--- src/rtl/qbert_move_ctrl.sv ---
// qbert_move_ctrl: frame-synchronous Q*bert hop/fall position controller.
// All visible state changes on the clk edge that carries iNewFrame.
module qbert_move_ctrl #(
  parameter int unsigned ROWS        = 2,
  parameter int unsigned X_TOP       = 368,
  parameter int unsigned Y_TOP       = 100,
  parameter int unsigned HALF_W      = 64,
  parameter int unsigned ROW_H       = 96,
  parameter int unsigned HOP_FRAMES  = 8,
  parameter int unsigned LIFT        = 16,
  parameter int unsigned FALL_FRAMES = 16,
  parameter int unsigned FALL_STEP   = 24,
  localparam int unsigned NCUBE      = ROWS * (ROWS + 1) / 2
) (
  input  logic             clk,
  input  logic             reset,
  input  logic             iNewFrame,
  input  logic [2:0]       iCmd,
  output logic [10:0]      oX0,
  output logic [9:0]       oY0,
  output logic [NCUBE-1:0] oCubeMask,
  output logic             oBusy,
  output logic             oFall,
  output logic             oWin
);

  localparam int unsigned XW      = 11;
  localparam int unsigned YW      = 10;
  localparam int unsigned YW1     = YW + 1;
  localparam int unsigned RW      = (ROWS > 1) ? $clog2(ROWS) : 1;
  localparam int unsigned CNT_MAX = (HOP_FRAMES > FALL_FRAMES) ? HOP_FRAMES : FALL_FRAMES;
  localparam int unsigned CW      = $clog2(CNT_MAX + 1);

  localparam logic [XW-1:0]    X_STEP   = XW'(HALF_W / HOP_FRAMES);
  localparam logic [YW-1:0]    Y_STEP   = YW'(ROW_H / HOP_FRAMES);
  localparam logic [YW-1:0]    LIFT_V   = YW'(LIFT);
  localparam logic [YW1-1:0]   F_STEP   = YW1'(FALL_STEP);
  localparam logic [YW-1:0]    Y_MAX    = {YW{1'b1}};
  localparam logic [XW-1:0]    X_RST    = XW'(X_TOP);
  localparam logic [YW-1:0]    Y_RST    = YW'(Y_TOP);
  localparam logic [CW-1:0]    HOP_N    = CW'(HOP_FRAMES);
  localparam logic [CW-1:0]    HOP_HALF = CW'(HOP_FRAMES / 2);
  localparam logic [CW-1:0]    FALL_N   = CW'(FALL_FRAMES);
  localparam logic [NCUBE-1:0] MASK_RST = NCUBE'(1);

  typedef enum logic [1:0] {S_IDLE, S_HOP, S_FALL, S_WIN} state_t;

  // Exact screen anchor of a cube.
  function automatic logic [XW-1:0] base_x(input int r, input int c);
    return XW'(int'(X_TOP) + (2 * c - r) * int'(HALF_W));
  endfunction

  function automatic logic [YW-1:0] base_y(input int r);
    return YW'(int'(Y_TOP) + r * int'(ROW_H));
  endfunction

  function automatic int cube_idx(input int r, input int c);
    return r * (r + 1) / 2 + c;
  endfunction

  state_t           state_q, state_d;
  logic [RW-1:0]    row_q, row_d, col_q, col_d;
  logic [RW-1:0]    tr_q, tr_d, tc_q, tc_d;
  logic             dxn_q, dxn_d, dyn_q, dyn_d;
  logic [CW-1:0]    cnt_q, cnt_d;
  logic             armed_q, armed_d;
  logic [XW-1:0]    x_q, x_d;
  logic [YW-1:0]    by_q, by_d, y_q, y_d;
  logic [NCUBE-1:0] mask_q, mask_d;
  logic             busy_q, busy_d, fall_q, fall_d, win_q, win_d;

  logic             cmd_none, cmd_up, cmd_right, t_ok, accept;
  logic             do_hop, do_fall;
  logic [CW-1:0]    cnt_base;
  logic [YW1-1:0]   y_sum;
  int               t_row, t_col, hit_idx;

  // State and datapath registers.
  always_ff @(posedge clk or posedge reset) begin
    if (reset) begin
      state_q <= S_IDLE;
      row_q   <= '0;
      col_q   <= '0;
      tr_q    <= '0;
      tc_q    <= '0;
      dxn_q   <= 1'b0;
      dyn_q   <= 1'b0;
      cnt_q   <= '0;
      armed_q <= 1'b1;
      x_q     <= X_RST;
      by_q    <= Y_RST;
      y_q     <= Y_RST;
      mask_q  <= MASK_RST;
      busy_q  <= 1'b0;
      fall_q  <= 1'b0;
      win_q   <= 1'b0;
    end else begin
      state_q <= state_d;
      row_q   <= row_d;
      col_q   <= col_d;
      tr_q    <= tr_d;
      tc_q    <= tc_d;
      dxn_q   <= dxn_d;
      dyn_q   <= dyn_d;
      cnt_q   <= cnt_d;
      armed_q <= armed_d;
      x_q     <= x_d;
      by_q    <= by_d;
      y_q     <= y_d;
      mask_q  <= mask_d;
      busy_q  <= busy_d;
      fall_q  <= fall_d;
      win_q   <= win_d;
    end
  end

  // Next-state: command decode, hop interpolation, fall animation.
  always_comb begin
    state_d  = state_q;
    row_d    = row_q;
    col_d    = col_q;
    tr_d     = tr_q;
    tc_d     = tc_q;
    dxn_d    = dxn_q;
    dyn_d    = dyn_q;
    cnt_d    = cnt_q;
    armed_d  = armed_q;
    x_d      = x_q;
    by_d     = by_q;
    y_d      = y_q;
    mask_d   = mask_q;
    do_hop   = 1'b0;
    do_fall  = 1'b0;
    accept   = 1'b0;
    cnt_base = cnt_q;
    y_sum    = '0;
    hit_idx  = 0;

    cmd_none  = (iCmd == 3'd0) || (iCmd > 3'd4);
    cmd_up    = (iCmd == 3'd1) || (iCmd == 3'd2);
    cmd_right = (iCmd == 3'd1) || (iCmd == 3'd3);
    t_row     = cmd_up ? int'(row_q) - 1 : int'(row_q) + 1;
    t_col     = int'(col_q) + ((iCmd == 3'd2) ? -1 : ((iCmd == 3'd3) ? 1 : 0));
    t_ok      = (t_row >= 0) && (t_row < int'(ROWS)) && (t_col >= 0) && (t_col <= t_row);

    case (state_q)
      S_IDLE: begin
        // The accepting frame is also the first animation frame.
        if (iNewFrame && armed_q && !cmd_none) begin
          accept   = 1'b1;
          cnt_base = '0;
          if (t_ok) begin
            tr_d   = RW'(t_row);
            tc_d   = RW'(t_col);
            dxn_d  = !cmd_right;
            dyn_d  = cmd_up;
            do_hop = 1'b1;
          end else begin
            do_fall = 1'b1;
          end
        end
      end
      S_HOP: begin
        if (iNewFrame) do_hop = 1'b1;
      end
      S_FALL: begin
        if (iNewFrame) begin
          if (cnt_q == FALL_N) begin
            state_d = S_IDLE;
            row_d   = '0;
            col_d   = '0;
            cnt_d   = '0;
            x_d     = X_RST;
            by_d    = Y_RST;
            y_d     = Y_RST;
            mask_d  = MASK_RST;
          end else begin
            do_fall = 1'b1;
          end
        end
      end
      S_WIN: begin
      end
      default: state_d = S_IDLE;
    endcase

    if (cmd_none) armed_d = 1'b1;
    else if (accept) armed_d = 1'b0;

    if (do_hop) begin
      state_d = S_HOP;
      cnt_d   = cnt_base + CW'(1);
      x_d     = dxn_d ? x_q - X_STEP : x_q + X_STEP;
      by_d    = dyn_d ? by_q - Y_STEP : by_q + Y_STEP;
      y_d     = (cnt_d < HOP_HALF) ? by_d - LIFT_V : by_d;
      if (cnt_d == HOP_N) begin
        row_d   = tr_d;
        col_d   = tc_d;
        cnt_d   = '0;
        x_d     = base_x(int'(tr_d), int'(tc_d));
        by_d    = base_y(int'(tr_d));
        y_d     = by_d;
        hit_idx = cube_idx(int'(tr_d), int'(tc_d));
        for (int i = 0; i < int'(NCUBE); i++) begin
          if (i == hit_idx) mask_d[i] = 1'b1;
        end
        state_d = (&mask_d) ? S_WIN : S_IDLE;
      end
    end

    if (do_fall) begin
      state_d = S_FALL;
      cnt_d   = cnt_base + CW'(1);
      y_sum   = {1'b0, y_q} + F_STEP;
      y_d     = y_sum[YW] ? Y_MAX : y_sum[YW-1:0];
    end

    busy_d = (state_d == S_HOP) || (state_d == S_FALL);
    fall_d = (state_d == S_FALL);
    win_d  = (state_d == S_WIN);
  end

  assign oX0       = x_q;
  assign oY0       = y_q;
  assign oCubeMask = mask_q;
  assign oBusy     = busy_q;
  assign oFall     = fall_q;
  assign oWin      = win_q;

endmodule

--- config.mk ---
export PLATFORM = sky130hd
export DESIGN_NAME = qbert_move_ctrl
export DESIGN_NICKNAME = d
export VERILOG_FILES = /design/src/rtl/qbert_move_ctrl.sv
export SDC_FILE = /design/constraint.sdc
export NUM_CORES = 1
export LEC_CHECK = 0
export CORE_ASPECT_RATIO = 0.5
export CORE_MARGIN = 2
export CORE_UTILIZATION = 55
export DETAILED_ROUTE_END_ITERATION = 8
export PLACE_DENSITY_LB_ADDON = 0.3
export SYNTH_ARGS = -nofsm -noshare
export SYNTH_HDL_FRONTEND = slang
export SYNTH_SLANG_ARGS = --single-unit
--- constraint.sdc ---
create_clock -name clk -period 4.8 [get_ports clk]
set_input_delay 0.96 -clock clk [delete_from_list [all_inputs] [get_ports clk]]
set_output_delay 0.96 -clock clk [all_outputs]
set_load 0.01 [all_outputs]
==> metrics.txt, run 1 <==
Wirelength per Cell 18.8 µm; vias in the first global route 2846; largest area contributor in the netlist dfrtp_1; Slew Viols, Final 0; Clock Sinks 45; total gr overflow 0; prevailing post-synth register cell dfrtp_1; Finished Layout Cells 488; post-synthesis adder-cell area fraction roughly 12%; CTS Buf Count 5; Slew Limit Headroom between 50% and 60%; Top Ports 33; fin util 77.6%; CTS tree yes; worst-case hold slack 0.533 ns; final hold viol count 0; EDFF count, synth 0; diodes inserted 0; drt pass-1 iters 5; root buf cell clkbuf_16; Final min period between 4 and 5 ns; Antenna Violating Nets Remaining 0; top cells by area, synth dfrtp_1, ha_1, dfstp_2; setup TNS after final layout -0.0156 ns; 1st-iter DRT viols 260; Die Width 111 µm; placeable core area 5520 µm²; crit-path max FO 4; Pwr per Cell Area 492 nW/µm²; CP startpoint kind primary input; Post-DP HPWL 5.78 mm; Synth Area in Compound Gates 22.1%; final setup fails 1; cell total after placement 472; Netlist cell types 65; pre-CTS setup slack -0.664 ns; simple logic cell fraction of the synthesized area 16.7%; max-cap viol count 0; total vias in the final route 2992; Syn Std Cell Area between 3000 and 4000 µm²; final worst slack -0.0156 ns; YS warnings 0; post-synthesis mux area share 1.70%; DRC Markers 0; layout net count 450; Synth Area in XOR/XNOR 5.15%; Cell Area, Placed 3830 µm²; Initial Utilization a little under three fifths; Final Skew 0.00659 ns; hold buffer count at CTS 0; Mapped Cells 336; Tcrit/Tclk final 100%; post-route cell area 4280 µm²; DRT Wirelength 9.19 mm; Die ar. 6400 µm²; # rows 19; Arr. time, crit path 4.99 ns; kind of critical path in2reg; Critical path origin iCmd[1]; hold path start oX0[5]; Synth top area share a little over a quarter; Worst R2R Start col_q; number of fill cells in the layout 375; Via-to-Cell Ratio approximately 6.1; worst-margin pin slew 0.712 ns; Post-Syn Area per Cell 9.39 µm²; first-pass GRT wire length 13.5 mm; Worst EP required 4.97 ns; status complete, but fails checks; asr flop ratio synth between 90% and 100%; overall power 2.11 mW; CTS clk-pin slew, worst paths roughly 0.060 ns; largest family of logic cells by synthesized area compound AO/OA/AOI/OAI gates; failing checks negative setup slack; total track usage between 20% and 30%; layout cell share with drive strength beyond 1 30.6%; worst vdd ir approximately 260 µV; maximum clock frequency about 210 MHz; worst-skew pair later-pin latency 0.29 ns; H-tree level count 2; Syn-to-layout area delta 35.7%; largest net degree at the start of global routing 46; Max Buffers Root-to-Sink 2; Seq/Total Area, Yosys between 30% and 40%; P_leak 2.02 nW; hold crit path type reg2reg; synthesized flop and latch total 45; RePlAce Congestion 0.907; Die Y 57.6 µm; Buffers on Ports 29; CP Capture Type flop; initial antenna violation count 0
layout make-up:
cell class                      count  area, µm²  share of cell area (%)
Multi-Input combinational cell    253       2110                    49.3
Sequential cell                    45       1140                    26.7
Timing Repair Buffer               82        692                    16.2
Clock buffer                        5        125                    2.92
Inverter                           27        104                    2.43
Tap cell                           73       91.3                    2.13
Clock inverter                      3       17.5                   0.409
worst paths after layout:
kind                            endpoint  slack [ns]  cells after the start
worst max-delay path              oY0[9]       -0.02                     21
min in group asynchronous       cnt_q[1]        1.15                      3
worst min-delay path              oX0[5]        0.53                      2
worst min register to register    oX0[5]        0.53                      2
worst max register to register    oY0[9]        0.71                     19
max in group asynchronous        by_q[3]        3.26                      3
timing repair:
item / 4_1_cts / 5_1_grt
buffers inserted: 5 / 3
endpoints found under the setup margin: 7 / 8
pin swaps: 9 / 13
gates resized for setup: 23 / 32
cloned: 0 / 0
sequential cells by signal (all words and copies together), names as in the netlist:
register,count
oWin,1
oY0,9
by_q,8
dyn_q,1
tr_q,1
state_q,2
armed_q,1
oX0,8
tc_q,1
dxn_q,1
oCubeMask,3
row_q,1
oFall,1
oBusy,1
cnt_q,5
col_q,1
Yosys cell counts, drive strengths merged, types with 6 or more instances:
cell type,count
or2,6
a21oi,28
nor3,7
a21o,7
inv,27
nand3,14
nor2,18
ha,28
o21ai,20
dfstp,12
buf,9
dfrtp,33
nand2,26
xnor2,11
cell usage in the layout (no fill, tap or decap), types with 3 or more instances in the layout:
cell type | Yosys | final
o31ai_1 | 3 | 3
clkbuf_16 | 0 | 5
clkdlybuf4s50_1 | 0 | 26
nor3_1 | 6 | 5
inv_1 | 27 | 24
ha_4 | 0 | 6
or2_2 | 5 | 3
and3_1 | 3 | 3
o21ai_0 | 20 | 17
xnor2_2 | 0 | 3
a21oi_1 | 28 | 25
conb_1 | 1 | 3
buf_4 | 5 | 51
dfrtp_1 | 33 | 33
and2_1 | 5 | 5
mux2i_1 | 4 | 3
o21ai_1 | 0 | 3
a21o_1 | 7 | 7
or2_4 | 1 | 3
ha_1 | 28 | 20
a221o_1 | 3 | 3
a22oi_1 | 3 | 3
nor2_1 | 17 | 16
nand3_1 | 13 | 11
nand2_1 | 26 | 25
dfstp_2 | 12 | 12
xor2_1 | 5 | 4
a22o_1 | 4 | 4
o21a_1 | 4 | 4
a31oi_1 | 4 | 4
xnor2_1 | 11 | 8
power breakdown:
part           switching (mW)  internal (mW)  leakage [nW]  total [mW]
Combinational           0.543          0.572          1.41        1.12
Clock                   0.150          0.191        0.0696       0.341
Sequential              0.132          0.517         0.539       0.650
critical path, cell delays in order:
cell             delay, ns
clkdlybuf4s15_2       0.23
nor2b_2               0.17
ha_2                  0.18
inv_1                 0.05
ha_1                  0.29
inv_2                 0.07
ha_4                  0.21
nor2b_4               0.13
o311ai_4              0.30
nand3_4               0.16
mux2i_4               0.25
inv_4                 0.09
ha_4                  0.27
a21oi_4               0.18
a21oi_4               0.09
o311a_1               0.33
buf_4                 0.15
nor3_4                0.25
nand3b_1              0.17
xnor3_1               0.23
o211a_1               0.23
per-layer routing:
metal	share of wire, %	vias up	GRT usage, %	routed length [µm]
li1	-	1362	-	-
met1	42	1487	34.4	3900
met2	50	120	47.1	4550
met3	5.5	23	4.36	505
met4	2.4	0	7.76	223
met5	0	-	0	0
cells by family after synthesis:
family,after synthesis
AOI/OAI and AO/OA,100
xor gates and xnor gates,17
adders and majority gates,30
buffers and inverters,40
DFF,45
muxes,5
other,1
and+or+nand+nor,98
No activity file was read; power rests on OpenSTA's default activity.
==> inputs of run 2 (changes only) <==
Settings changed: CORE_MARGIN 2 to unset.
==> run 2 against run 1 <==
Net effect:
- the run now ends clean
- sequential power is 2% lower
- register-to-register slack better by 0.09 ns
- count of clock-buffer cells in the layout is 3 higher
- first-iteration DRC count is 36% lower
- fmax is 1.9% higher
- routed wire length is 6.5% lower
- clock skew is 0.0012 ns lower
- worst setup slack better by 0.088 ns
- sequential share of layout area is 0.44 points higher
- critical endpoint unchanged
==> metrics.txt, run 2 (synthesis results as in run 1) <==
sw power 0.759 mW; Final min period 4.73 ns; Top Ports 33; final hold viol count 0; Flop pwr share roughly 32%; Finished Layout Cells 487; Die Y approximately 56 µm; Register Area 1140 µm²; Die Width 109 µm; 1st-iter DRT viols between 150 and 200; maximum clock frequency 212 MHz; Post-DP HPWL 5.67 mm; area of the multi-input gates 2070 µm²; worst-case hold slack ~0.54 ns; CP startpoint kind primary input; Wirelength per Cell between 15 and 20 µm; Sw Ratio 38.0%; cell total after placement between 400 and 500; worst-margin pin slew 0.687 ns; CTS Buf Count 5; Max Buffers Root-to-Sink 2; pre-CTS setup slack -0.733 ns; H-tree level count 2; RePlAce Congestion 0.923; largest net degree at the start of global routing 46; most common cell after layout, fill and taps aside buf_4; Syn-to-layout area delta 33.5%; final setup fails 0; max-cap viol count 0; first-pass GRT wire length 13.7 mm; layout net count 449; worst-skew pair later-pin latency approximately 0.28 ns; total track usage 29.3%; Slew Viols, Final 0; Antenna Violating Nets Remaining 0; initial antenna violation count 0; crit-path max FO 3; Final Skew 0.00542 ns; placeable core area 5520 µm²; Clk network pwr share 16.6%; Initial Utilization 57.2%; kind of critical path in2reg; CP Capture Type flop; Worst EP required 4.97 ns; root buf cell clkbuf_16; total gr overflow 0; max FFs per register 9; DRC Markers 0; layout cell share with drive strength beyond 1 ~29%; DRT Wirelength 8.59 mm; Pwr per Cell Area 473 nW/µm²; diodes inserted 0; Slew Limit Headroom 54.2%; most frequent cells in the layout buf_4, dfrtp_1, clkdlybuf4s50_1; fin util 76.4%; drt pass-1 iters 5; status finished clean; Via-to-Cell Ratio 6.05; # rows 19; Arr. time, crit path 4.90 ns; Tcrit/Tclk final 98.5%; CTS clk-pin slew, worst paths about 0.06 ns; worst vdd ir ~250 µV; P_leak between 1.5 and 2 nW; CTS tree yes; Comb pwr share 51.3%; hold crit path type reg2reg; total vias in the final route 2946; Buffers on Ports 29; Power Internal 1.24 mW; number of fill cells in the layout 353; vias in the first global route 2901; Clock Sinks 45; final worst slack slightly above 0.07 ns; Die ar. 6060 µm²
-- run 2: timing repair --
| item | 4_1_cts | 5_1_grt |
|---|---|---|
| endpoints found under the setup margin | 7 | 10 |
| setup buffers | 6 | 2 |
| hold buffers | 0 | 0 |
| pin swaps | 10 | 7 |
| resized for setup | 24 | 20 |
-- run 2: path summary, 6_finish.rpt --
path	slack, ns	cells after the start	startpoint	end
setup reg to reg	0.80	18	col_q	oY0[9]
hold reg to reg	0.54	2	oX0[9]	oX0[9]
min in group asynchronous	1.13	3	reset	cnt_q[2]
max in group asynchronous	3.29	3	reset	oY0[2]
hold / removal	0.54	2	oX0[9]	oX0[9]
setup / recovery	0.07	20	iCmd[2]	oY0[9]
-- run 2: worst max-delay path: stages --
cell,delay [ns]
dlygate4sd2_1,0.26
nor2b_1,0.13
ha_2,0.17
inv_1,0.03
ha_1,0.25
inv_1,0.08
ha_4,0.20
nor2b_2,0.16
o311ai_4,0.28
nand3_4,0.15
mux2i_4,0.21
buf_4,0.17
ha_1,0.27
nand3_1,0.13
a21oi_2,0.25
o311a_4,0.23
o22ai_4,0.08
xnor2_2,0.25
xnor3_1,0.38
o211a_1,0.22
-- run 2: cell type report --
cell class	instances	area share, %
clock buffers	8	3.24
inverters	27	2.41
multi-input cells	253	49.1
flip-flops and latches	45	27.1
well taps	73	2.17
repair buffers	81	16.0
-- run 2: power groups by stage --
stage	Clock (mW)	Sequential, mW	Combinational [mW]
detailed placement	0	0.641	0.919
finish	0.331	0.640	1.02
floorplan	0	0.634	0.587
global route	0.352	0.662	1.10
CTS	0.335	0.637	0.956
global placement	0	0.633	0.884
-- run 2: stage by stage --
step	power (mW)	instance area (µm²)	setup TNS [ns]
6_report	1.99	4210	0
5_1_grt	2.11	4210	-0.224
4_1_cts	1.93	4120	0
3_5_place_dp	1.56	3820	-4.93
3_3_place_gp	1.52	3820	-2.72
2_1_floorplan	1.22	3190	0
-- run 2: layer usage --
metal	wire length (µm)	global-route usage, %	part of all wire, %
met1	3700	40.0	43
met2	4150	48.0	48
met3	562	4.60	6.5
met4	172	9.07	2.0
met5	0	0	0
==> inputs of run 3 (changes only) <==
Settings changed: PLACE_DENSITY set to 0.85, PLACE_DENSITY_LB_ADDON 0.3 to unset.
==> run 3 against run 2 <==
Net effect:
- final area rose by 0.33%
- clock skew is essentially flat
- via count grew 0.95%
- core utilization rose by 0.25 points
- critical path type unchanged
- highest routed layer unchanged
- register-to-register slack lost 0.10 ns
- fmax up 1.9%
- worst hold slack worse by 0.0091 ns
- cell count shrank 0.62%
- total power grew 3.6%
- combinational power rose by 5%
- die area stayed put
- largest power group unchanged
==> metrics.txt, run 3 (synthesis results as in run 1) <==
worst-skew pair later-pin latency 0.29 ns; CP startpoint kind primary input; drt pass-1 iters 5; 1st-iter DRT viols 229; CP delay by family, top compound AO/OA/AOI/OAI gates; Buf/Inv on CP 4; Die ar. 6060 µm²; number of fill cells in the layout 328; hold crit path type reg2reg; final setup fails 0; most common cell after layout, fill and taps aside buf_4; Top Ports 33; CTS tree yes; Wirelength per Cell 18.7 µm; worst r2r dst oY0[9]; DRT Wirelength 9.05 mm; Clock Sinks 45; overall power 2.07 mW; initial antenna violation count 0; # rows 19; post-route cell area 4230 µm²; first-pass GRT wire length 13.6 mm; total vias in the final route 2974; hold path start oX0[5]; Tcrit/Tclk final 96.6%; Max Buffers Root-to-Sink 2; max FFs per register 9; placeable core area 5520 µm²; CTS Buf Count 5; Slew Viols, Final 0; most frequent cells in the layout buf_4, dfrtp_1, clkdlybuf4s50_1; P_leak about 2.0 nW; worst-margin pin slew 0.732 ns; maximum clock frequency 216 MHz; layout cell share with drive strength beyond 1 30.2%; worst vdd ir about 280 µV; worst-case hold slack 0.528 ns; Worst EP required 4.98 ns; Die Width 109 µm; Post-DP HPWL about 5.6 mm; Slew Limit Headroom 51.2%; vias in the first global route 2828; hold depth 2; largest net degree at the start of global routing 46; Reg2Reg Setup Slack roughly 0.7 ns; RSZ-0062 raised after global routing false; crit-path max FO 4; kind of critical path in2reg; max-cap viol count 0; Worst R2R Start col_q; pre-CTS setup slack -0.603 ns; final hold viol count 0; R2R depth 18; slowest cell delay on critical path 0.39 ns; CP Capture Type flop; root buf cell clkbuf_16; Critical path origin iCmd[1]; total gr overflow 0; total track usage 29.2%; final worst slack 0.161 ns; diodes inserted 0; Syn-to-layout area delta 33.9%; layout net count 446; CTS clk-pin slew, worst paths ~0.060 ns; Via-to-Cell Ratio ~6.1; Slowest-stage cell, CP o311a_4; Buffers on Ports 29; Pwr per Cell Area 489 nW/µm²; status finished clean; crit path cell chain clkbuf_2 > nor2b_2 > ha_1 > inv_1 > ha_1 > inv_1 > ha_4 > nor2b_2 > o311ai_4 > nand3_4 > mux2i_4 > inv_4 > ha_4 > a21oi_4 > a21oi_2 > o311a_4 > nor3_4 > nand3b_1 > xnor3_1 > o211a_1; Final Skew 0.00521 ns; Initial Utilization 57.2%; Final min period 4.64 ns; Antenna Violating Nets Remaining 0; RePlAce Congestion ~0.84; Cell Area, Placed 3810 µm²; hold path endpoint oX0[5]; hold buffer count at CTS 0; Die Y 55.6 µm; Arr. time, crit path 4.82 ns; H-tree level count 2; DRC Markers 0
## run 3: worst reg2reg max path, cell delays in order, from the launching register on
cell,delay [ns]
dfrtp_1,0.39
ha_1,0.20
inv_1,0.06
ha_1,0.23
inv_1,0.10
ha_4,0.21
nor2b_2,0.16
o311ai_4,0.28
nand3_4,0.14
mux2i_4,0.24
inv_4,0.10
ha_4,0.28
a21oi_4,0.17
a21oi_2,0.10
o311a_4,0.39
nor3_4,0.24
nand3b_1,0.16
xnor3_1,0.31
o211a_1,0.21
## run 3: how the worst max path moves through the flow
| stage | endpoint | slack, ns | depth (start not counted) |
|---|---|---|---|
| after CTS | oY0[9] | 0.07 | 18 |
| final | oY0[9] | 0.16 | 20 |
| after global placement | oY0[9] | -0.47 | 21 |
| after global routing | oY0[9] | 0.02 | 20 |
| after floorplan | oY0[9] | 0.06 | 19 |
| after detailed placement | oY0[9] | -0.60 | 20 |
## run 3: through the flow
| step | TNS, ns | utilization (%) | instances |
|---|---|---|---|
| floorplan | 0 | - | 338 |
| global placement | -2.35 | 69.1 | 469 |
| detailed placement | -3.90 | 69.1 | 469 |
| CTS | 0 | 72.8 | 480 |
| global route | 0 | 76.6 | 484 |
| finish | 0 | 76.6 | 484 |
## run 3: report_power, final
part	internal (mW)	switching, mW	total [mW]
Combinational	0.554	0.520	1.07
Clock	0.191	0.146	0.338
Sequential	0.518	0.137	0.655
## run 3: layer usage
layer  up-vias  global-route usage [%]  part of all wire (%)
li1       1351                       -                     -
met1      1445                    39.4                    43
met2       148                    45.6                    48
met3        30                    8.03                   7.0
met4         0                    9.27                   2.2
met5         -                       0                     0
## run 3: timing repair
action	4_1_cts	5_1_grt
setup buffers	3	4
gates resized for setup	13	40
setup endpoints to repair	8	8
endpoints found under the hold margin	0	0
pin swaps	10	18
## run 3: area by class of cell
cell class,count,area (µm²),area share [%]
Inverter,27,104,2.46
Sequential cell,45,1140,27.0
Clock inverter,2,10.0,0.237
Multi-Input combinational cell,253,2100,49.7
Tap cell,73,91.3,2.16
Timing Repair Buffer,78,651,15.4
Clock buffer,6,129,3.05
